File: src/rtl/ocm_arb_pkg.sv
// Shared types for the on-chip memory arbiter: FSM states, requester ids, read-tag pipe entries.
package ocm_arb_pkg;

  typedef enum logic [1:0] {
    IDLE  = 2'd0,
    OWN_A = 2'd1,
    OWN_B = 2'd2
  } arb_state_e;

  localparam logic ID_A = 1'b0;
  localparam logic ID_B = 1'b1;

  typedef struct packed {
    logic valid;
    logic id;
  } rd_tag_t;

endpackage

File: src/rtl/ocm_rd_tag_pipe.sv
// Shift register of {valid, id} tags, DEPTH stages deep, tracking which requester owns each in-flight read.
// Output appears DEPTH cycles after input; no backpressure, synchronous active-low clear.
module ocm_rd_tag_pipe
  import ocm_arb_pkg::*;
#(
  parameter int DEPTH = 1
) (
  input  logic    clk,
  input  logic    clr_n,
  input  rd_tag_t in_tag,
  output rd_tag_t out_tag
);

  rd_tag_t stage [DEPTH];

  always_ff @(posedge clk) begin
    if (!clr_n) begin
      for (int i = 0; i < DEPTH; i++) begin
        stage[i] <= '0;
      end
    end else begin
      stage[0] <= in_tag;
      for (int i = 1; i < DEPTH; i++) begin
        stage[i] <= stage[i-1];
      end
    end
  end

  assign out_tag = stage[DEPTH-1];

endmodule

File: src/rtl/ocm_dual_port_arbiter.sv
// Shares one single-port memory between requesters A and B with sticky round-robin and a bounded hold.
// Commands pass through combinationally; the loser sees waitrequest; read data returns RD_LATENCY cycles later.
module ocm_dual_port_arbiter
  import ocm_arb_pkg::*;
#(
  parameter int ADDR_W     = 14,
  parameter int DATA_W     = 32,
  parameter int BE_W       = 4,
  parameter int MAX_HOLD   = 8,
  parameter int RD_LATENCY = 1
) (
  input  logic              clk,
  input  logic              reset_n,

  input  logic [ADDR_W-1:0] a_address,
  input  logic              a_read,
  input  logic              a_write,
  input  logic [DATA_W-1:0] a_writedata,
  input  logic [BE_W-1:0]   a_byteenable,
  output logic              a_waitrequest,
  output logic [DATA_W-1:0] a_readdata,
  output logic              a_readdatavalid,

  input  logic [ADDR_W-1:0] b_address,
  input  logic              b_read,
  input  logic              b_write,
  input  logic [DATA_W-1:0] b_writedata,
  input  logic [BE_W-1:0]   b_byteenable,
  output logic              b_waitrequest,
  output logic [DATA_W-1:0] b_readdata,
  output logic              b_readdatavalid,

  output logic [ADDR_W-1:0] mem_address,
  output logic              mem_chipselect,
  output logic              mem_write,
  output logic [DATA_W-1:0] mem_writedata,
  output logic [BE_W-1:0]   mem_byteenable,
  input  logic [DATA_W-1:0] mem_readdata
);

  localparam logic [7:0] HOLD_LIM = 8'(MAX_HOLD);

  arb_state_e state, state_nxt;
  logic [7:0] hold_cnt, hold_nxt;
  logic       req_a, req_b;
  logic       grant_a, grant_b;
  rd_tag_t    tag_in, tag_out;
  logic       vld_a, vld_b;

  assign req_a = a_read | a_write;
  assign req_b = b_read | b_write;

  always_ff @(posedge clk) begin
    if (!reset_n) begin
      state    <= IDLE;
      hold_cnt <= '0;
    end else begin
      state    <= state_nxt;
      hold_cnt <= hold_nxt;
    end
  end

  // The hold limit only matters when both sides want the memory.
  always_comb begin
    grant_a   = 1'b0;
    grant_b   = 1'b0;
    state_nxt = state;
    hold_nxt  = hold_cnt;

    case (state)
      OWN_A: begin
        grant_a = req_a & ((hold_cnt < HOLD_LIM) | ~req_b);
        grant_b = ~grant_a & req_b;
      end
      OWN_B: begin
        grant_b = req_b & ((hold_cnt < HOLD_LIM) | ~req_a);
        grant_a = ~grant_b & req_a;
      end
      default: begin
        grant_a = req_a;
        grant_b = ~req_a & req_b;
      end
    endcase

    if (!reset_n) begin
      grant_a = 1'b0;
      grant_b = 1'b0;
    end

    if (grant_a) begin
      if (state == OWN_A) begin
        hold_nxt = (hold_cnt >= HOLD_LIM) ? HOLD_LIM : hold_cnt + 8'd1;
      end else begin
        state_nxt = OWN_A;
        hold_nxt  = 8'd1;
      end
    end else if (grant_b) begin
      if (state == OWN_B) begin
        hold_nxt = (hold_cnt >= HOLD_LIM) ? HOLD_LIM : hold_cnt + 8'd1;
      end else begin
        state_nxt = OWN_B;
        hold_nxt  = 8'd1;
      end
    end else begin
      hold_nxt = '0;
    end
  end

  always_comb begin
    mem_chipselect = grant_a | grant_b;
    mem_write      = 1'b0;
    mem_address    = '0;
    mem_writedata  = '0;
    mem_byteenable = '0;
    if (grant_a) begin
      mem_write      = a_write;
      mem_address    = a_address;
      mem_writedata  = a_writedata;
      mem_byteenable = a_byteenable;
    end else if (grant_b) begin
      mem_write      = b_write;
      mem_address    = b_address;
      mem_writedata  = b_writedata;
      mem_byteenable = b_byteenable;
    end
  end

  assign a_waitrequest = ~reset_n | (req_a & ~grant_a);
  assign b_waitrequest = ~reset_n | (req_b & ~grant_b);

  // A simultaneous read+write is issued as a write, so it must not create a read tag.
  assign tag_in.valid = (grant_a & ~a_write) | (grant_b & ~b_write);
  assign tag_in.id    = grant_b ? ID_B : ID_A;

  ocm_rd_tag_pipe #(
    .DEPTH (RD_LATENCY)
  ) u_rd_tag_pipe (
    .clk     (clk),
    .clr_n   (reset_n),
    .in_tag  (tag_in),
    .out_tag (tag_out)
  );

  assign vld_a = reset_n & tag_out.valid & (tag_out.id == ID_A);
  assign vld_b = reset_n & tag_out.valid & (tag_out.id == ID_B);

  assign a_readdatavalid = vld_a;
  assign b_readdatavalid = vld_b;
  assign a_readdata      = vld_a ? mem_readdata : '0;
  assign b_readdata      = vld_b ? mem_readdata : '0;

endmodule

File: config.mk
export PLATFORM = sky130hd
export DESIGN_NAME = ocm_dual_port_arbiter
export DESIGN_NICKNAME = d
export VERILOG_FILES = /design/src/rtl/ocm_arb_pkg.sv /design/src/rtl/ocm_rd_tag_pipe.sv /design/src/rtl/ocm_dual_port_arbiter.sv
export SDC_FILE = /design/constraint.sdc
export NUM_CORES = 1
export LEC_CHECK = 0
export ABC_AREA = 1
export ABC_CLOCK_PERIOD_IN_PS = 3200
export CAP_MARGIN = 40
export CORE_AREA = 5 5 97 99
export DETAILED_ROUTE_END_ITERATION = 8
export DIE_AREA = 0 0 102 104
export MAX_ROUTING_LAYER = met4
export PLACE_DENSITY_LB_ADDON = 0.15
export SYNTH_ARGS = -nofsm -noshare
export SYNTH_HDL_FRONTEND = slang
export SYNTH_SLANG_ARGS = --single-unit
File: constraint.sdc
create_clock -name clk -period 3.2 [get_ports clk]
set_input_delay 0.32 -clock clk [delete_from_list [all_inputs] [get_ports clk]]
set_output_delay 0.32 -clock clk [all_outputs]
set_load 0.01 [all_outputs]
==> impl_metrics.csv <==
group,metric,value,unit
critical_path,rr_worst_depth,11,
detailed_routing,ant_nets,0,
global_routing,grt_pass1_vias,2869,
clock_network,h-tree-depth,1,
floorplanning,die_h,104,µm
clock_network,ctsRootBufferMaster,"clkbuf_8",
critical_path,critPathTopFamily,"buffers and inverters",
floorplanning,core,8470,µm²
sta,hold_violations,0,
critical_path,crit_slowest_cell,"clkdlybuf4s50_1",
clock_network,cts.path.max_buffers,2,
min_path,hold_path_class,"reg -> reg",
layout,regArea,240,µm²
sta,setup_violations,0,
critical_path,cp.arrival,2.51,ns
detailed_routing,num_vias,2992,
pwr,p_leak,2.04,nW
clock_network,cts_num_sinks,12,
pwr,pwr_density_cell,323,nW/µm²
global_routing,gr-total-overflow,0,
critical_path,path_buf_inv,4,
sta,rsz0062_at_grt,"false",
detailed_routing,wirelength,10.4,mm
floorplanning,initial_core_util,0.201,
clock_network,clk_pin_slew_worst_paths,0.05,ns
placed_design,place_hpwl,8.85,mm
critical_path,path_cells,"clkdlybuf4s50_1 -> nor2_2 -> a21boi_1 -> nand2_1 -> nand3_2 -> nand2_4 -> clkinv_2 -> buf_4 -> nand2_1 -> o31ai_1 -> clkdlybuf4s50_1",
clock_network,numCtsBuffers,3,
logic_synthesis,yosysSeqAreaShare,0.141,
pwr,ir_drop,0.000193,V
logic_synthesis,synth.yosys.warnings,0,
sta,tns,0,ns
logic_synthesis,syn_area,1700,µm²
critical_path,cp-start-kind,"input pin",
detailed_routing,drc_errors,0,
critical_path,cp.depth,11,
layout,nets,738,
layout,diodes,0,
floorplanning,die_x,102,µm
floorplanning,die_area,10600,µm²
detailed_routing,wl_per_cell,14.8,µm
logic_synthesis,async_reset_ff_frac,0,
logic_synthesis,synth-edff-count,0,
critical_path,required,2.88,ns
min_path,holdPathStages,2,
layout,multi_input_area,1160,µm²
job,drv_cap,0,
clock_network,clkLatencyLatePin,0.24,ns
layout,drive_above_1_share,0.0337,
sta,fmax,354,MHz
logic_synthesis,syn_area_per_cell,4.95,µm²
clock_network,cts_setup_buffers,0,
critical_path,max_stage_delay,0.60,ns
detailed_routing,vias_per_cell,4.26,
sta,fin_skew,0.00462,ns
status,run_status,"finished clean",
sta,min_period,2.83,ns
critical_path,crit_fanout,15,
logic_synthesis,netlist_instances,344,
floorplanning,ios,258,
floorplanning,rows,34,
global_routing,antenna_found_initial,0,
global_routing,grt.total_usage,0.184,
layout,n_fill_cell,849,
placed_design,place_ws,0.377,ns
critical_path,cp-end-kind,"output pin",
clock_network,cts_resized,0,
detailed_routing,drt_first_pass_iters,4,
clock_network,cts_tree,"built",
detailed_routing,first_iter_violations,32,
sta,period_share,0.884,
logic_synthesis,synth-main-ff-cell,"dfxtp_1",
clock_network,postCtsHoldBufs,0,
global_routing,grt_max_degree,33,
layout,final_util,0.524,
sta,final_max_slew_viol_count,0,
logic_synthesis,ys_ff_latch,12,
global_routing,grt_pass1_wl,15.2,mm
critical_path,criticalPathCategory,"in -> out",
layout,syn_to_final_growth,160,%
sta,setup_slack,0.372,ns
placed_design,port-buffer-count,257,
logic_synthesis,synth_cell_types,26,
placed_design,gp_congestion,0.879,
-- worst reg2reg max path, delay by kind of cell (launching register included) --
| family | cells | cell delay [ns] |
|---|---|---|
| flip-flops | 1 | 0.35 |
| adder cells (fa/ha/maj) | 1 | 0.22 |
| AO/OA/AOI/OAI | 2 | 0.33 |
| buffers and inverters | 2 | 0.31 |
| AND/OR/NAND/NOR | 6 | 0.68 |
-- cells in the final DEF (no fill, tap or decap), types with 3 or more instances in the layout --
master             n
clkdlybuf4s50_1  257
nand2_1          110
nor2_1            70
nand3_1           55
inv_1             47
dfxtp_1           12
buf_4              5
ha_1               4
conb_1             4
clkbuf_8           3
buf_12             3
-- area by class of cell --
type,instances,area share
Timing Repair Buffer,265,0.602
Multi-Input combinational cell,264,0.261
Sequential cell,12,0.0542
Inverter,50,0.0426
Tap cell,108,0.0305
Clock buffer,3,0.00931
-- Yosys cell counts (2+ instances only) --
cell type	number	area [µm²]
o21ai_1	2	10.0
a21boi_1	2	15.0
inv_1	47	176
buf_2	10	50.1
a21oi_1	2	10.0
nand2_2	2	12.5
inv_2	2	7.51
nor2_1	70	263
dfxtp_1	12	240
nand4_1	2	12.5
clkbuf_1	6	22.5
ha_1	4	50.1
nand2_1	110	413
nor3_1	2	10.0
nand3_2	2	20.0
buf_6	5	56.3
nand3_1	55	275
-- report_power, final --
group / total, mW / internal (mW) / switching, mW
clock: 0.137 / 0.0828 / 0.0543
combinational: 1.11 / 0.591 / 0.521
sequential: 0.183 / 0.172 / 0.0110
-- path summary, 6_finish.rpt --
check             startpoint           to  slack [ns]
hold / removal      state[0]     state[0]        0.50
setup reg to reg    state[0]  hold_cnt[1]        1.25
setup / recovery     a_write    mem_write        0.37
hold reg to reg     state[0]     state[0]        0.50
-- per-stage QoR --
step	instance area [µm²]	power (mW)	instances	hold slack (ns)
2_1_floorplan	1720	0.675	347	0.428
3_3_place_gp	4390	1.30	699	0.474
3_5_place_dp	4390	1.31	699	0.488
4_1_cts	4430	1.45	702	0.500
5_1_grt	4430	1.53	702	0.522
6_report	4430	1.43	702	0.496
-- metal layers --
layer  track usage  share of wire
met1         0.199           0.37
met2         0.340           0.52
met3        0.0322          0.092
met4        0.0440          0.019
met5             -              0
-- sequential cells by signal, indices dropped and copies added, names as in the netlist --
name / flops
u_rd_tag_pipe.stage: 2
state: 2
hold_cnt: 8
-- logic make-up after synthesis --
kind of cell / after synthesis / share of synthesized area
DFF: 12 / 0.141
AOI/OAI and AO/OA: 10 / 0.0352
buffers and inverters: 71 / 0.186
other: 1 / 0.00220
and+or+nand+nor: 245 / 0.601
xor gates and xnor gates: 1 / 0.00514
adders and majority gates: 4 / 0.0294
Note: power is estimated with default switching activity, not from simulation.
